<file path="src/rtl/vme_cfg_loader_pkg.sv">
// Shared definitions for the VME-driven Xilinx slave-serial configuration loader:
// register sub-addresses, CSR/status bit positions and the sequencer state encoding.
package vme_cfg_loader_pkg;

  localparam logic [3:0] ADDR_CSR  = 4'h0;
  localparam logic [3:0] ADDR_DATA = 4'h1;

  localparam int CSR_START = 0;
  localparam int CSR_ABORT = 1;
  localparam int CSR_CLEAR = 2;

  localparam int ST_INIT = 0;
  localparam int ST_DONE = 1;
  localparam int ST_BUSY = 2;
  localparam int ST_FULL = 3;
  localparam int ST_ERR  = 4;
  localparam int ST_OVR  = 5;

  // INIT_S still shows pre-release levels for this many cycles after PROG_B rises
  localparam int INIT_BLANK = 2;

  typedef enum logic [2:0] {
    S_IDLE  = 3'd0,
    S_PROG  = 3'd1,
    S_WAITI = 3'd2,
    S_READY = 3'd3,
    S_SHIFT = 3'd4
  } state_t;

endpackage

</file>
<file path="src/rtl/vme_cfg_loader_if.sv">
// Byte-wide register write/read bus between the VME A16 slave and the loader.
// Handshake: WSTB is a single-cycle write strobe qualifying WADDR/WDATA; there is
// no back-pressure, every strobe is consumed in its cycle. RDATA follows RADDR combinationally.
interface vme_cfg_loader_if;
  logic       WSTB;
  logic [3:0] WADDR;
  logic [7:0] WDATA;
  logic [3:0] RADDR;
  logic [7:0] RDATA;

  modport master (output WSTB, WADDR, WDATA, RADDR, input RDATA);
  modport slave  (input WSTB, WADDR, WDATA, RADDR, output RDATA);
endinterface

</file>
<file path="src/rtl/vme_cfg_loader_shifter.sv">
// MSB-first byte serialiser generating CCLK/DIN. A byte is taken when load && ready;
// ready is high when idle and also in the final cycle of bit 0, so bytes chain with no gap.
module vme_cfg_loader_shifter #(
  parameter int CCLK_DIV = 2
) (
  input  logic       clk,
  input  logic       rst_n,
  input  logic       abort,
  input  logic       load,
  input  logic [7:0] data,
  output logic       ready,
  output logic       last,
  output logic       cclk,
  output logic       din
);

  localparam int DW = (CCLK_DIV > 1) ? $clog2(CCLK_DIV) : 1;
  localparam logic [DW-1:0] DIV_LAST = DW'(CCLK_DIV - 1);

  logic [7:0]    sr;
  logic [2:0]    bit_cnt;
  logic [DW-1:0] div_cnt;
  logic          hi;
  logic          act;

  assign last  = act && hi && (div_cnt == DIV_LAST) && (bit_cnt == 3'd7);
  assign ready = !act || last;
  assign cclk  = hi;
  assign din   = sr[7];

  always_ff @(posedge clk or negedge rst_n) begin
    if (!rst_n) begin
      sr      <= '0;
      bit_cnt <= '0;
      div_cnt <= '0;
      hi      <= 1'b0;
      act     <= 1'b0;
    end else if (abort) begin
      sr      <= '0;
      bit_cnt <= '0;
      div_cnt <= '0;
      hi      <= 1'b0;
      act     <= 1'b0;
    end else if (load && ready) begin
      sr      <= data;
      bit_cnt <= '0;
      div_cnt <= '0;
      hi      <= 1'b0;
      act     <= 1'b1;
    end else if (act) begin
      if (div_cnt == DIV_LAST) begin
        div_cnt <= '0;
        hi      <= ~hi;
        // Falling edge of CCLK: advance to the next bit
        if (hi) begin
          sr      <= {sr[6:0], 1'b0};
          bit_cnt <= bit_cnt + 3'd1;
          if (bit_cnt == 3'd7) act <= 1'b0;
        end
      end else begin
        div_cnt <= div_cnt + 1'b1;
      end
    end
  end

endmodule

</file>
<file path="src/rtl/vme_cfg_loader.sv">
// Register front end and configuration sequencer: PROG_B pulse, INIT_B wait,
// one-byte holding buffer feeding the serialiser, status byte for VME reads.
module vme_cfg_loader
  import vme_cfg_loader_pkg::*;
#(
  parameter int CCLK_DIV     = 2,
  parameter int PROG_CYCLES  = 64,
  parameter int INIT_TIMEOUT = 4096
) (
  input  logic                   CPLDCLK,
  input  logic                   CRSTN,
  vme_cfg_loader_if.slave        bus,
  output logic                   PROGN,
  output logic                   CCLK,
  output logic                   DIN,
  input  logic                   INITN,
  input  logic                   DONE,
  output state_t                 dbg_state
);

  localparam int CNT_MAX = (PROG_CYCLES > INIT_TIMEOUT) ? PROG_CYCLES : INIT_TIMEOUT;
  localparam int CW      = $clog2(CNT_MAX + 1);

  logic [1:0]    init_sync, done_sync;
  logic          init_s, done_s;
  state_t        state, state_nx;
  logic [CW-1:0] cnt, cnt_nx;
  logic [7:0]    buf_q, last_data, status;
  logic          buf_full, err, ovr, err_pend, err_pend_nx, err_set;
  logic          csr_wr, data_wr, start, abort, clear;
  logic          feeding, load, bypass, drain, buf_wr, drop;
  logic          sh_ready, sh_last;

  always_ff @(posedge CPLDCLK or negedge CRSTN) begin
    if (!CRSTN) begin
      init_sync <= '0;
      done_sync <= '0;
    end else begin
      init_sync <= {init_sync[0], INITN};
      done_sync <= {done_sync[0], DONE};
    end
  end

  assign init_s = init_sync[1];
  assign done_s = done_sync[1];

  always_comb begin
    csr_wr  = bus.WSTB && (bus.WADDR == ADDR_CSR);
    data_wr = bus.WSTB && (bus.WADDR == ADDR_DATA);
    abort   = csr_wr && bus.WDATA[CSR_ABORT];
    start   = csr_wr && bus.WDATA[CSR_START] && !abort;
    clear   = csr_wr && bus.WDATA[CSR_CLEAR];
    feeding = ((state == S_READY) || (state == S_SHIFT)) && !abort;
    // No new byte starts once INIT_B has signalled a CRC error
    load    = feeding && !err_pend && init_s && sh_ready && (buf_full || data_wr);
    bypass  = load && !buf_full;
    drain   = load && buf_full;
    buf_wr  = data_wr && feeding && !bypass && (!buf_full || drain);
    drop    = data_wr && !bypass && !buf_wr;
  end

  always_comb begin
    state_nx    = state;
    cnt_nx      = cnt;
    err_set     = 1'b0;
    err_pend_nx = err_pend;
    case (state)
      S_IDLE: begin
        err_pend_nx = 1'b0;
        if (start) begin
          state_nx = S_PROG;
          cnt_nx   = '0;
        end
      end
      S_PROG: begin
        if (cnt == CW'(PROG_CYCLES - 1)) begin
          state_nx = S_WAITI;
          cnt_nx   = '0;
        end else begin
          cnt_nx = cnt + 1'b1;
        end
      end
      S_WAITI: begin
        if (init_s && (cnt >= CW'(INIT_BLANK))) begin
          state_nx = S_READY;
        end else if (cnt == CW'(INIT_TIMEOUT - 1)) begin
          err_set  = 1'b1;
          state_nx = S_IDLE;
        end else begin
          cnt_nx = cnt + 1'b1;
        end
      end
      S_READY: begin
        if (!init_s) begin
          err_set  = 1'b1;
          state_nx = S_IDLE;
        end else if (load) begin
          state_nx = S_SHIFT;
        end
      end
      S_SHIFT: begin
        if (!init_s) begin
          err_set     = 1'b1;
          err_pend_nx = 1'b1;
        end
        if (sh_last && !load) state_nx = err_pend_nx ? S_IDLE : S_READY;
      end
      default: state_nx = S_IDLE;
    endcase
    if (abort) begin
      state_nx    = S_IDLE;
      err_pend_nx = 1'b0;
    end
  end

  always_ff @(posedge CPLDCLK or negedge CRSTN) begin
    if (!CRSTN) begin
      state     <= S_IDLE;
      cnt       <= '0;
      err_pend  <= 1'b0;
      buf_q     <= '0;
      buf_full  <= 1'b0;
      last_data <= '0;
      err       <= 1'b0;
      ovr       <= 1'b0;
    end else begin
      state    <= state_nx;
      cnt      <= cnt_nx;
      err_pend <= err_pend_nx;
      if (state_nx == S_IDLE) begin
        buf_full <= 1'b0;
      end else if (buf_wr) begin
        buf_q    <= bus.WDATA;
        buf_full <= 1'b1;
      end else if (drain) begin
        buf_full <= 1'b0;
      end
      if (data_wr) last_data <= bus.WDATA;
      if (err_set)    err <= 1'b1;
      else if (clear) err <= 1'b0;
      if (drop)       ovr <= 1'b1;
      else if (clear) ovr <= 1'b0;
    end
  end

  vme_cfg_loader_shifter #(.CCLK_DIV(CCLK_DIV)) u_shifter (
    .clk   (CPLDCLK),
    .rst_n (CRSTN),
    .abort (abort),
    .load  (load),
    .data  (buf_full ? buf_q : bus.WDATA),
    .ready (sh_ready),
    .last  (sh_last),
    .cclk  (CCLK),
    .din   (DIN)
  );

  assign PROGN     = (state != S_PROG);
  assign dbg_state = state;

  always_comb begin
    status          = '0;
    status[ST_INIT] = init_s;
    status[ST_DONE] = done_s;
    status[ST_BUSY] = (state == S_PROG) || (state == S_WAITI) || (state == S_SHIFT);
    status[ST_FULL] = buf_full;
    status[ST_ERR]  = err;
    status[ST_OVR]  = ovr;
    case (bus.RADDR)
      ADDR_CSR:  bus.RDATA = status;
      ADDR_DATA: bus.RDATA = last_data;
      default:   bus.RDATA = 8'h00;
    endcase
  end

endmodule

</file>
<file path="src/flat_wrapper.sv">
// flat-port wrapper written by rule: the top's interface ports become plain ports
module vme_cfg_loader_flat import vme_cfg_loader_pkg::*;
#(
  parameter int CCLK_DIV     = 2,
  parameter int PROG_CYCLES  = 64,
  parameter int INIT_TIMEOUT = 4096
)
  (CPLDCLK, CRSTN, PROGN, CCLK, DIN, INITN, DONE, dbg_state, bus_WSTB, bus_WADDR, bus_WDATA, bus_RADDR, bus_RDATA);
  vme_cfg_loader_if bus_i ();
  input  logic CPLDCLK;
  input  logic CRSTN;
  output logic PROGN;
  output logic CCLK;
  output logic DIN;
  input  logic INITN;
  input  logic DONE;
  output state_t dbg_state;
  input wire logic [$bits(bus_i.WSTB)-1:0] bus_WSTB;
  input wire logic [$bits(bus_i.WADDR)-1:0] bus_WADDR;
  input wire logic [$bits(bus_i.WDATA)-1:0] bus_WDATA;
  input wire logic [$bits(bus_i.RADDR)-1:0] bus_RADDR;
  output wire logic [$bits(bus_i.RDATA)-1:0] bus_RDATA;
  assign bus_i.WSTB = bus_WSTB;
  assign bus_i.WADDR = bus_WADDR;
  assign bus_i.WDATA = bus_WDATA;
  assign bus_i.RADDR = bus_RADDR;
  assign bus_RDATA = bus_i.RDATA;
  vme_cfg_loader #(.CCLK_DIV(CCLK_DIV), .PROG_CYCLES(PROG_CYCLES), .INIT_TIMEOUT(INIT_TIMEOUT)) u_core (.CPLDCLK(CPLDCLK), .CRSTN(CRSTN), .bus(bus_i), .PROGN(PROGN), .CCLK(CCLK), .DIN(DIN), .INITN(INITN), .DONE(DONE), .dbg_state(dbg_state));
endmodule
</file>
<file path="config.mk">
export PLATFORM = sky130hd
export DESIGN_NAME = vme_cfg_loader_flat
export DESIGN_NICKNAME = d
export VERILOG_FILES = /design/src/rtl/vme_cfg_loader_pkg.sv /design/src/rtl/vme_cfg_loader_if.sv /design/src/rtl/vme_cfg_loader_shifter.sv /design/src/rtl/vme_cfg_loader.sv /design/src/flat_wrapper.sv
export SDC_FILE = /design/constraint.sdc
export NUM_CORES = 1
export LEC_CHECK = 0
export ABC_CLOCK_PERIOD_IN_PS = 7800
export BUFFER_PORTS_ARGS = -buffer_cell sky130_fd_sc_hd__buf_2
export CAP_MARGIN = 20
export CORE_MARGIN = 2
export CORE_UTILIZATION = 40
export CTS_CLUSTER_DIAMETER = 30
export DETAILED_ROUTE_END_ITERATION = 12
export GPL_ROUTABILITY_DRIVEN = 1
export GPL_TIMING_DRIVEN = 0
export HOLD_SLACK_MARGIN = 0.03
export PLACE_DENSITY = 0.64
export SLEW_MARGIN = 20
export SYNTH_ARGS = -nofsm -noshare
export SYNTH_HDL_FRONTEND = slang
export SYNTH_HIERARCHICAL = 1
export SYNTH_SLANG_ARGS = --single-unit
</file>
<file path="constraint.sdc">
create_clock -name CPLDCLK -period 7.8 [get_ports CPLDCLK]
set_input_delay 0.78 -clock CPLDCLK [delete_from_list [all_inputs] [get_ports CPLDCLK]]
set_output_delay 0.78 -clock CPLDCLK [all_outputs]
set_load 0.05 [all_outputs]
</file>
==> qor.csv, run 1 <==
metric;value;unit
status;complete, no violations;
Slowest-stage cell, CP;nor4b_4;
Worst Hold Endpoint;u_core/done_sync[1];
Vias/cell;5.51;
Critical Path AT;3.35;ns
RSZ-0062 raised after global routing;no;
Layout Skew;0.00872;ns
Post-synth top flop;dfrtp_1;
Fin. Hold Viols;0;
CTS tree;built;
Post-DP HPWL;4900;um
Lkg Pwr;1.58;nW
Max Cap Viol;0;
area leader, netlist;dfrtp_1;
Core ar.;7690;um^2
Flop pwr share;47.6;%
reg-to-reg endpoint;u_core/buf_q[5];
Max VDD drop;0.0000697;V
area fraction of the dominant cell type after synthesis;42.9;%
Critical Path End Type;flop;
Ports;35;
share of layout cells above drive strength 1;24.8;%
fin crit period;3.15;ns
Initial Util;41.0;%
GR Overflow Total;0;
Num CTS Buffers;5;
PortBufs;33;
Place WS;4.53;ns
Synth-to-Final Area Change;11.9;%
buffer count from post-CTS setup fixing;0;
Final TNS setup;0;ns
Synth async-reset ratio;100;%
Ys Warns;6;
Worst Path Max Fanout;10;
syn avg cell area;10.3;um^2
die height;92.8;um
Mapped Area;3150;um^2
Hold Path Origin;u_core/done_sync[0];
r2r startpoint;u_core/u_shifter/cclk;
setup slack after layout;4.65;ns
fmax;317;MHz
DIE AREA;8610;um^2
Resized Gates After CTS;0;
clock share of power;18.2;%
antenna violations before repair;0;
Yosys reg bits;54;
crit-path max cell delay;0.52;ns
EDFF count, synth;0;
Power per Cell Area;236;nW/um^2
CTS Root Cell;clkbuf_8;
Top delay family on crit path;simple AND/OR/NAND/NOR gates;
Pre-antenna DRT Iters;4;
DRT Wirelength;6640;um
synth unique cells;53;
total track usage;16.7;%
worst path cell trace;clkbuf_1 > nand3_1 > nand2_1 > nand3b_1 > o32ai_2 > and4bb_4 > nor4b_4 > mux2_2;
largest net degree at the start of global routing;55;
switching part of the total;35.5;%
# hold bufs at CTS;0;
fillers;769;
crit share post-route;40.4;%
Synth area leaders;dfrtp_1, mux2_2, nor2_1;
global-route wire length before repair;11600;um
hold slack final;0.355;ns
Logic pwr share;34.1;%
crit path buf inv count;1;
Worst-Skew Late Latency;0.31;ns
depth of the CTS H-tree;2;
die width;92.8;um
R2R setup slack;4.65;ns
Clock Sink Count;54;
nets;372;
sequential share of the synthesized area;42.9;%
vias in the first global route;2417;
Worst Hold Depth;0;
Worst Setup Start Kind;flop;
CP required;8.00;ns
ant diodes;0;
post-synth net total;332;
Setup CP Type;reg2reg;
Residual DRC;0;
average wire per standard cell;14.8;um
Worst Hold Class;reg2reg;
Slew Viols, Final;0;
Sw Pwr;0.295;mW
Routed Antenna Nets;0;
Site Rows;32;
Reg clk slew, reported paths;0.09;ns
worst-margin pin slew;0.715;ns
setup violation total in the final timing report;0;
Cell Int Power;0.537;mW
Vias;2474;
routability cong.;0.808;
Longest Clk Path Bufs;2;
initial detailed-routing violation count;147;
Post-Synthesis Cells;307;
R2R depth;8;
slew margin rel.;51.9;%
[worst reg2reg max path, delay by kind of cell, from the launching register on]
| kind | cells | cell delay, ns |
|---|---|---|
| and+or+nand+nor | 5 | 1.54 |
| DFF | 1 | 0.40 |
| muxes | 1 | 0.40 |
| AOI/OAI and AO/OA | 1 | 0.36 |
| buffers and inverters | 1 | 0.34 |
[routing by layer]
layer  GRT usage [%]  wire, um  vias to the layer above
met1            23.7      3110                     1207
met5               0         0                        -
li1                -         -                     1207
met3            3.09       341                        5
met4            3.80        57                        0
met2            26.4      3120                       55
[cells in the mapped netlist (2+ instances only)]
master,number
nor2b_1,3
xor2_1,7
ha_1,4
buf_4,2
clkbuf_1,11
nor4_1,10
buf_6,4
or2_2,3
or4_1,4
nor3_1,6
o21ai_0,10
o22a_1,7
dfrtp_1,54
a21oi_1,16
and4b_1,7
o21a_1,2
o31ai_1,3
nor2_1,29
and3_1,4
nand3b_1,7
or3_1,4
nand4_1,8
a31oi_1,3
nor4b_4,2
nand3_1,9
xnor2_1,5
and3b_1,3
o32ai_2,2
mux2_2,21
inv_1,6
mux2i_1,9
nand2_1,21
[layout by cell type (no fill, tap or decap), types with 8 or more instances in the layout]
master,count
nand3_1,9
mux2_2,21
nor4_1,10
nor2_1,29
dfrtp_1,54
o21ai_0,10
mux2i_1,9
nand4_1,8
clkbuf_1,12
buf_2,33
a21oi_1,16
nand2_1,21
[cell families (layout without fill, tap and decap cells)]
kind of cell	Yosys count	after routing	share of synthesized area, %
xor gates and xnor gates	12	12	3.33
and+or+nand+nor	132	132	26.4
muxes	31	31	10.7
AOI/OAI and AO/OA	50	50	11.0
adders and majority gates	4	4	1.59
DFF	54	54	42.9
buffers and inverters	24	64	4.09
[power by group through the flow]
stage          combinational, mW  clock, mW  sequential, mW
5_1_grt                    0.316      0.167           0.408
6_report                   0.284      0.152           0.397
2_1_floorplan              0.195          0           0.419
3_3_place_gp               0.279          0           0.400
3_5_place_dp               0.284          0           0.403
4_1_cts                    0.285      0.158           0.397
[sequential cells by signal (all words and copies together) (netlist names)]
signal / count
u_core/u_shifter/act: 1
u_core/u_shifter/sr: 8
u_core/cnt: 13
u_core/init_sync: 2
u_core/buf_full: 1
u_core/err: 1
u_core/u_shifter/bit_cnt: 3
u_core/ovr: 1
u_core/dbg_state: 3
u_core/u_shifter/div_cnt: 1
u_core/last_data: 8
u_core/buf_q: 8
u_core/done_sync: 2
u_core/u_shifter/cclk: 1
u_core/err_pend: 1
[worst max-delay path by stage]
| stage | startpoint | to | depth (start not counted) |
|---|---|---|---|
| after detailed placement | bus_WADDR[1] | u_core/u_shifter/sr[5] | 10 |
| after global routing | u_core/u_shifter/cclk | u_core/buf_q[7] | 8 |
| after global placement | bus_WADDR[1] | u_core/u_shifter/sr[5] | 10 |
| final | u_core/u_shifter/cclk | u_core/buf_q[5] | 8 |
| after CTS | u_core/u_shifter/cclk | u_core/buf_q[5] | 8 |
| after floorplan | bus_WADDR[1] | u_core/u_shifter/sr[1] | 9 |
[layout make-up]
type	instances	area, um^2	share of cell area, %
well taps	102	128	3.62
flip-flops and latches	54	1350	38.3
plain buffers	18	106	3.01
inverters	6	22.5	0.638
clock inverters	1	7.51	0.213
multi-input cells	229	1670	47.4
clock buffers	6	72.6	2.06
repair buffers	33	168	4.75
[through the flow]
| step | power (mW) | cells | util (%) | instance area [um^2] |
|---|---|---|---|---|
| 4_1_cts | 0.840 | 449 | 45.9 | 3530 |
| 3_3_place_gp | 0.679 | 442 | 44.8 | 3450 |
| 5_1_grt | 0.891 | 449 | 45.9 | 3530 |
| 3_5_place_dp | 0.687 | 442 | 44.9 | 3450 |
| 2_1_floorplan | 0.614 | 307 | - | 3150 |
| 6_report | 0.833 | 449 | 45.9 | 3530 |
No activity file was read; power rests on OpenSTA's default activity.
==> inputs of run 2 (changes only) <==
--- a/config.mk
+++ b/config.mk
@@ -5,7 +5,8 @@
 export SDC_FILE = /design/constraint.sdc
 export NUM_CORES = 1
 export LEC_CHECK = 0
-export ABC_CLOCK_PERIOD_IN_PS = 7800
+export ABC_AREA = 1
+export ABC_CLOCK_PERIOD_IN_PS = 3100
 export BUFFER_PORTS_ARGS = -buffer_cell sky130_fd_sc_hd__buf_2
 export CAP_MARGIN = 20
 export CORE_MARGIN = 2
==> constraint.sdc (replaced) <==
create_clock -name CPLDCLK -period 3.1 [get_ports CPLDCLK]
set_input_delay 0.31 -clock CPLDCLK [delete_from_list [all_inputs] [get_ports CPLDCLK]]
set_output_delay 0.31 -clock CPLDCLK [all_outputs]
set_load 0.05 [all_outputs]
==> qor.csv, run 2 <==
metric;value;unit
status;complete, no violations;
Longest Clk Path Bufs;2;
Ys Warns;6;
ant diodes;0;
Residual DRC;0;
most common cell in the netlist;nand2_1;
setup violation total in the final timing report;0;
Resized Gates After CTS;0;
sequential share of the synthesized area;43.1;%
Yosys reg bits;54;
fmax;405;MHz
Worst Path Max Fanout;10;
Initial Util;41.0;%
GR Overflow Total;0;
Top delay family on crit path;simple AND/OR/NAND/NOR gates;
fin crit period;2.47;ns
Inst Count DP;551;
Fin. Hold Viols;0;
ranking of synthesized cells by instance count;nand2_1, dfrtp_1, inv_1;
slew margin rel.;54.7;%
routability cong.;0.917;
buffer count from post-CTS setup fixing;0;
Synth area leaders;dfrtp_1, nand2_1, nand3_1;
Ports;35;
EDFF count, synth;0;
worst-margin pin slew;0.674;ns
total track usage;17.7;%
number of flip-flops under the largest register name;13;
fillers;796;
DRT Wirelength;6950;um
share of layout cells above drive strength 1;17.7;%
R2R setup slack;0.63;ns
syn avg cell area;7.53;um^2
Vias;2784;
vias in the first global route;2724;
Lkg Pwr;1.86;nW
Layout Cells excl Fill;559;
CTS tree;built;
Power per Cell Area;558;nW/um^2
largest net degree at the start of global routing;55;
Worst Hold Class;in2async;
synth unique cells;34;
crit path buf inv count;3;
post-synth net total;441;
r2r startpoint;u_core/u_shifter/bit_cnt[0];
worst path cell trace;ha_1 > ha_1 > nand3_1 > nand2_2 > buf_4 > inv_1 > nor2_4 > nand4_4 > inv_2 > a21oi_1 > nand3_1 > nor2_4 > nand2_4 > nand2_1 > nand2_1;
area of the multi-input gates;1510;um^2
crit share post-route;79.6;%
Top reg by flops;u_core/cnt;
Slowest-stage cell, CP;dfrtp_1;
Vias/cell;4.98;
Max Cap Viol;0;
Post-Synthesis Cells;416;
Final TNS setup;0;ns
area leader, netlist;dfrtp_1;
most frequent cells in the layout;nand2_1, dfrtp_1, inv_1;
Core ar.;7650;um^2
reg-to-reg endpoint;u_core/buf_q[1];
Critical Path AT;2.67;ns
CTS Root Cell;clkbuf_8;
Reg clk slew, reported paths;0.10;ns
Setup CP Type;reg2reg;
initial detailed-routing violation count;134;
Pre-antenna DRT Iters;5;
area fraction of the dominant cell type after synthesis;43.1;%
Worst-Skew Late Latency;0.31;ns
Post-synth top flop;dfrtp_1;
die height;92.5;um
antenna violations before repair;0;
Slew Viols, Final;0;
worst setup path start;u_core/u_shifter/bit_cnt[0];
Synth-to-Final Area Change;12.9;%
PortBufs;33;
Layout Skew;0.0111;ns
Max VDD drop;0.000190;V
crit-path max cell delay;0.41;ns
total power;1.98;mW
Mapped Area;3130;um^2
Synth async-reset ratio;100;%
Post-DP HPWL;5350;um
Num CTS Buffers;5;
RSZ-0062 raised after global routing;no;
global-route wire length before repair;12400;um
Reg area;1350;um^2
R2R depth;15;
# hold bufs at CTS;0;
Critical Path End Type;flop;
CP required;3.30;ns
Worst Setup Start Kind;flop;
Routed Antenna Nets;0;
Site Rows;32;
die width;92.5;um
average wire per standard cell;12.4;um
nets;481;
most common cell after layout, fill and taps aside;nand2_1;
depth of the CTS H-tree;2;
Clock Sink Count;54;
DIE AREA;8560;um^2
run 2: cell types whose count changed in the layout (fill, tap and decap cells not counted), moves of 8 or more:
cell      change
nand2_1      +93
inv_1        +43
nand3_1      +37
mux2_2       -21
o21ai_0      +20
inv_2         +9
mux2i_1       -9
clkbuf_1      -8
run 2: kinds of logic after synthesis:
kind of cell,share of synthesized area [%]
buf+inv,8.74
simple gates,36.8
xor+xnor,1.68
compound gates,8.06
flops,43.1
fa+ha+maj,1.60
run 2: layout make-up:
cell class / count / share of cell area (%)
sequential: 54 / 38.2
clock buffer: 8 / 3.11
tap: 102 / 3.61
multi-input combinational: 295 / 42.6
buffer: 9 / 1.59
timing repair buffer: 33 / 4.74
inverter: 58 / 6.15
run 2: how the worst max path moves through the flow:
stage,to,slack [ns],cells after the start
floorplan,bus_RDATA[2],0.54,5
global placement,u_core/buf_q[5],0.72,15
detailed placement,u_core/buf_q[5],0.63,15
CTS,u_core/buf_q[1],0.62,15
global route,u_core/buf_q[7],0.39,15
finish,u_core/buf_q[1],0.63,15
run 2: power by group:
group	switching [mW]	internal, mW
sequential	0.0796	0.833
clock	0.226	0.226
combinational	0.409	0.204
total	0.714	1.26
run 2: metrics by stage:
| stage | area, um^2 | setup WS [ns] | util (%) | hold WS (ns) |
|---|---|---|---|---|
| 3_3_place_gp | 3430 | 0.723 | 44.8 | 0.339 |
| 4_1_cts | 3540 | 0.623 | 46.3 | 0.0580 |
| 2_1_floorplan | 3130 | 0.544 | - | 0.0144 |
| 6_report | 3540 | 0.632 | 46.3 | 0.0207 |
| 5_1_grt | 3540 | 0.386 | 46.3 | 0.0800 |
| 3_5_place_dp | 3430 | 0.631 | 44.8 | 0.342 |
run 2: metal layers:
metal  vias up  part of all wire [%]  global-route usage, %  wire length [um]
li1       1424                     -                      -                 -
met1      1304                    46                   23.6              3230
met2        50                    49                   30.0              3370
met3         6                   3.9                   2.93               273
met4         0                   1.1                   4.85                78
met5         -                     0                      0                 0
==> inputs of run 3 (changes only) <==
--- a/config.mk
+++ b/config.mk
@@ -6,7 +6,7 @@
 export NUM_CORES = 1
 export LEC_CHECK = 0
 export ABC_AREA = 1
-export ABC_CLOCK_PERIOD_IN_PS = 3100
+export ABC_CLOCK_PERIOD_IN_PS = 2500
 export BUFFER_PORTS_ARGS = -buffer_cell sky130_fd_sc_hd__buf_2
 export CAP_MARGIN = 20
 export CORE_MARGIN = 2
==> constraint.sdc (replaced) <==
create_clock -name CPLDCLK -period 2.5 [get_ports CPLDCLK]
set_input_delay 0.25 -clock CPLDCLK [delete_from_list [all_inputs] [get_ports CPLDCLK]]
set_output_delay 0.25 -clock CPLDCLK [all_outputs]
set_load 0.05 [all_outputs]
==> qor.csv, run 3 (synthesized netlist as in run 2, its figures left out) <==
metric;value;unit
Place WS;0.0308;ns
Lkg Pwr;1.89;nW
post-route cell area;3630;um^2
R2R setup slack;0.20;ns
Pre-antenna DRT Iters;4;
die width;92.5;um
Post-DP HPWL;5350;um
Power per Cell Area;686;nW/um^2
fin util;47.4;%
Crit path depth;15;
Max VDD drop;0.000247;V
Setup CP Type;reg2reg;
initial detailed-routing violation count;127;
Worst Path Max Fanout;8;
Top reg by flops;u_core/cnt;
DRT Wirelength;7110;um
Fin. Hold Viols;0;
fin crit period;2.30;ns
Synth-to-Final Area Change;15.7;%
Vias/cell;4.98;
worst setup path endpoint;u_core/buf_q[2];
CP required;2.70;ns
Vias;2813;
reg-to-reg endpoint;u_core/buf_q[2];
DIE AREA;8560;um^2
most numerous cell on the critical path;nand2_1;
Layout Cells excl Fill;565;
global-route wire length before repair;12400;um
Routed Antenna Nets;0;
crit share post-route;92.1;%
hold slack final;0.0477;ns
placed instance area;3430;um^2
Longest Clk Path Bufs;2;
largest net degree at the start of global routing;55;
crit path buf inv count;2;
Slowest-stage cell, CP;dfrtp_1;
total power;2.49;mW
routability cong.;0.917;
Critical Path End Type;flop;
Worst Hold Depth;1;
Max Cap Viol;0;
fmax;435;MHz
Worst Hold Class;in2reg;
Clock Sink Count;54;
crit-path max cell delay;0.38;ns
Worst-Skew Late Latency;0.31;ns
worst path cell trace;ha_1 > ha_2 > nand3_1 > nand2_2 > buf_6 > inv_1 > nor2_4 > nand4_4 > nand2_1 > a21oi_1 > or2_4 > nand3_4 > nand2_4 > nand2_1 > nand2_1;
die height;92.5;um
Layout Skew;0.0132;ns
CTS tree;built;
Ports;35;
R2R depth;15;
Critical Path AT;2.51;ns
Site Rows;32;
vias in the first global route;2724;
average wire per standard cell;12.6;um
nets;487;
antenna violations before repair;0;
most common cell after layout, fill and taps aside;nand2_1;
most frequent cells in the layout;nand2_1, dfrtp_1, inv_1;
Top delay family on crit path;simple AND/OR/NAND/NOR gates;
worst setup path start;u_core/u_shifter/bit_cnt[0];
Residual DRC;0;
Reg clk slew, reported paths;0.09;ns
setup violation total in the final timing report;0;
CTS Root Cell;clkbuf_8;
share of layout cells above drive strength 1;19.4;%
setup slack after layout;0.199;ns
ant diodes;0;
Num CTS Buffers;5;
worst-margin pin slew;0.688;ns
slew margin rel.;54.1;%
Slew Viols, Final;0;
GR Overflow Total;0;
r2r startpoint;u_core/u_shifter/bit_cnt[0];
Worst Setup Start Kind;flop;
total track usage;17.7;%
PortBufs;33;
Core ar.;7650;um^2
depth of the CTS H-tree;2;
number of flip-flops under the largest register name;13;
Initial Util;41.0;%
Final TNS setup;0;ns
Inst Count DP;551;
status;complete, no violations;
==> run 3: worst min path at each step <==
stage | startpoint | endpoint | slack (ns)
finish | DONE | u_core/done_sync[0] | 0.05
global route | DONE | u_core/done_sync[0] | 0.05
CTS | INITN | u_core/init_sync[0] | 0.03
detailed placement | CRSTN | u_core/cnt[8] | 0.34
global placement | u_core/init_sync[0] | u_core/init_sync[1] | 0.34
floorplan | CRSTN | u_core/buf_full | -0.05
==> run 3: routing by layer <==
layer	GRT usage, %	routed length [um]	vias to the layer above
li1	-	-	1436
met1	23.6	3360	1316
met2	30.0	3360	53
met3	2.93	280	8
met4	4.85	107	0
met5	0	0	-
==> run 3: final cells by class <==
type                       count  area, um^2
buffer                         9        60.1
clock buffer                   8         110
fill                         782        4020
inverter                      58         220
multi-input combinational    296        1540
sequential                    54        1350
tap                          102         128
timing repair buffer          38         223
==> run 3: timing repair <==
item                       in CTS  in global routing
resized for setup               0                  7
hold buffers                    1                  1
setup endpoints to repair       0                  9
setup buffers                   0                  3
hold endpoints to repair       54                  1
==> run 3: report_power, final <==
part | internal [mW] | switching (mW) | total, mW
Sequential | 1.03 | 0.0999 | 1.13
Clock | 0.280 | 0.283 | 0.564
Combinational | 0.273 | 0.519 | 0.791
Total | 1.59 | 0.902 | 2.49
==> run 3: worst register-to-register path, cell delays in order, from the launching register on <==
cell and delay, ns:
dfrtp_1 0.38, ha_1 0.17, ha_2 0.18, nand3_1 0.10, nand2_2 0.12, buf_6 0.11, inv_1 0.06, nor2_4 0.14
nand4_4 0.14, nand2_1 0.11, a21oi_1 0.07, or2_4 0.27, nand3_4 0.13, nand2_4 0.10, nand2_1 0.07, nand2_1 0.05
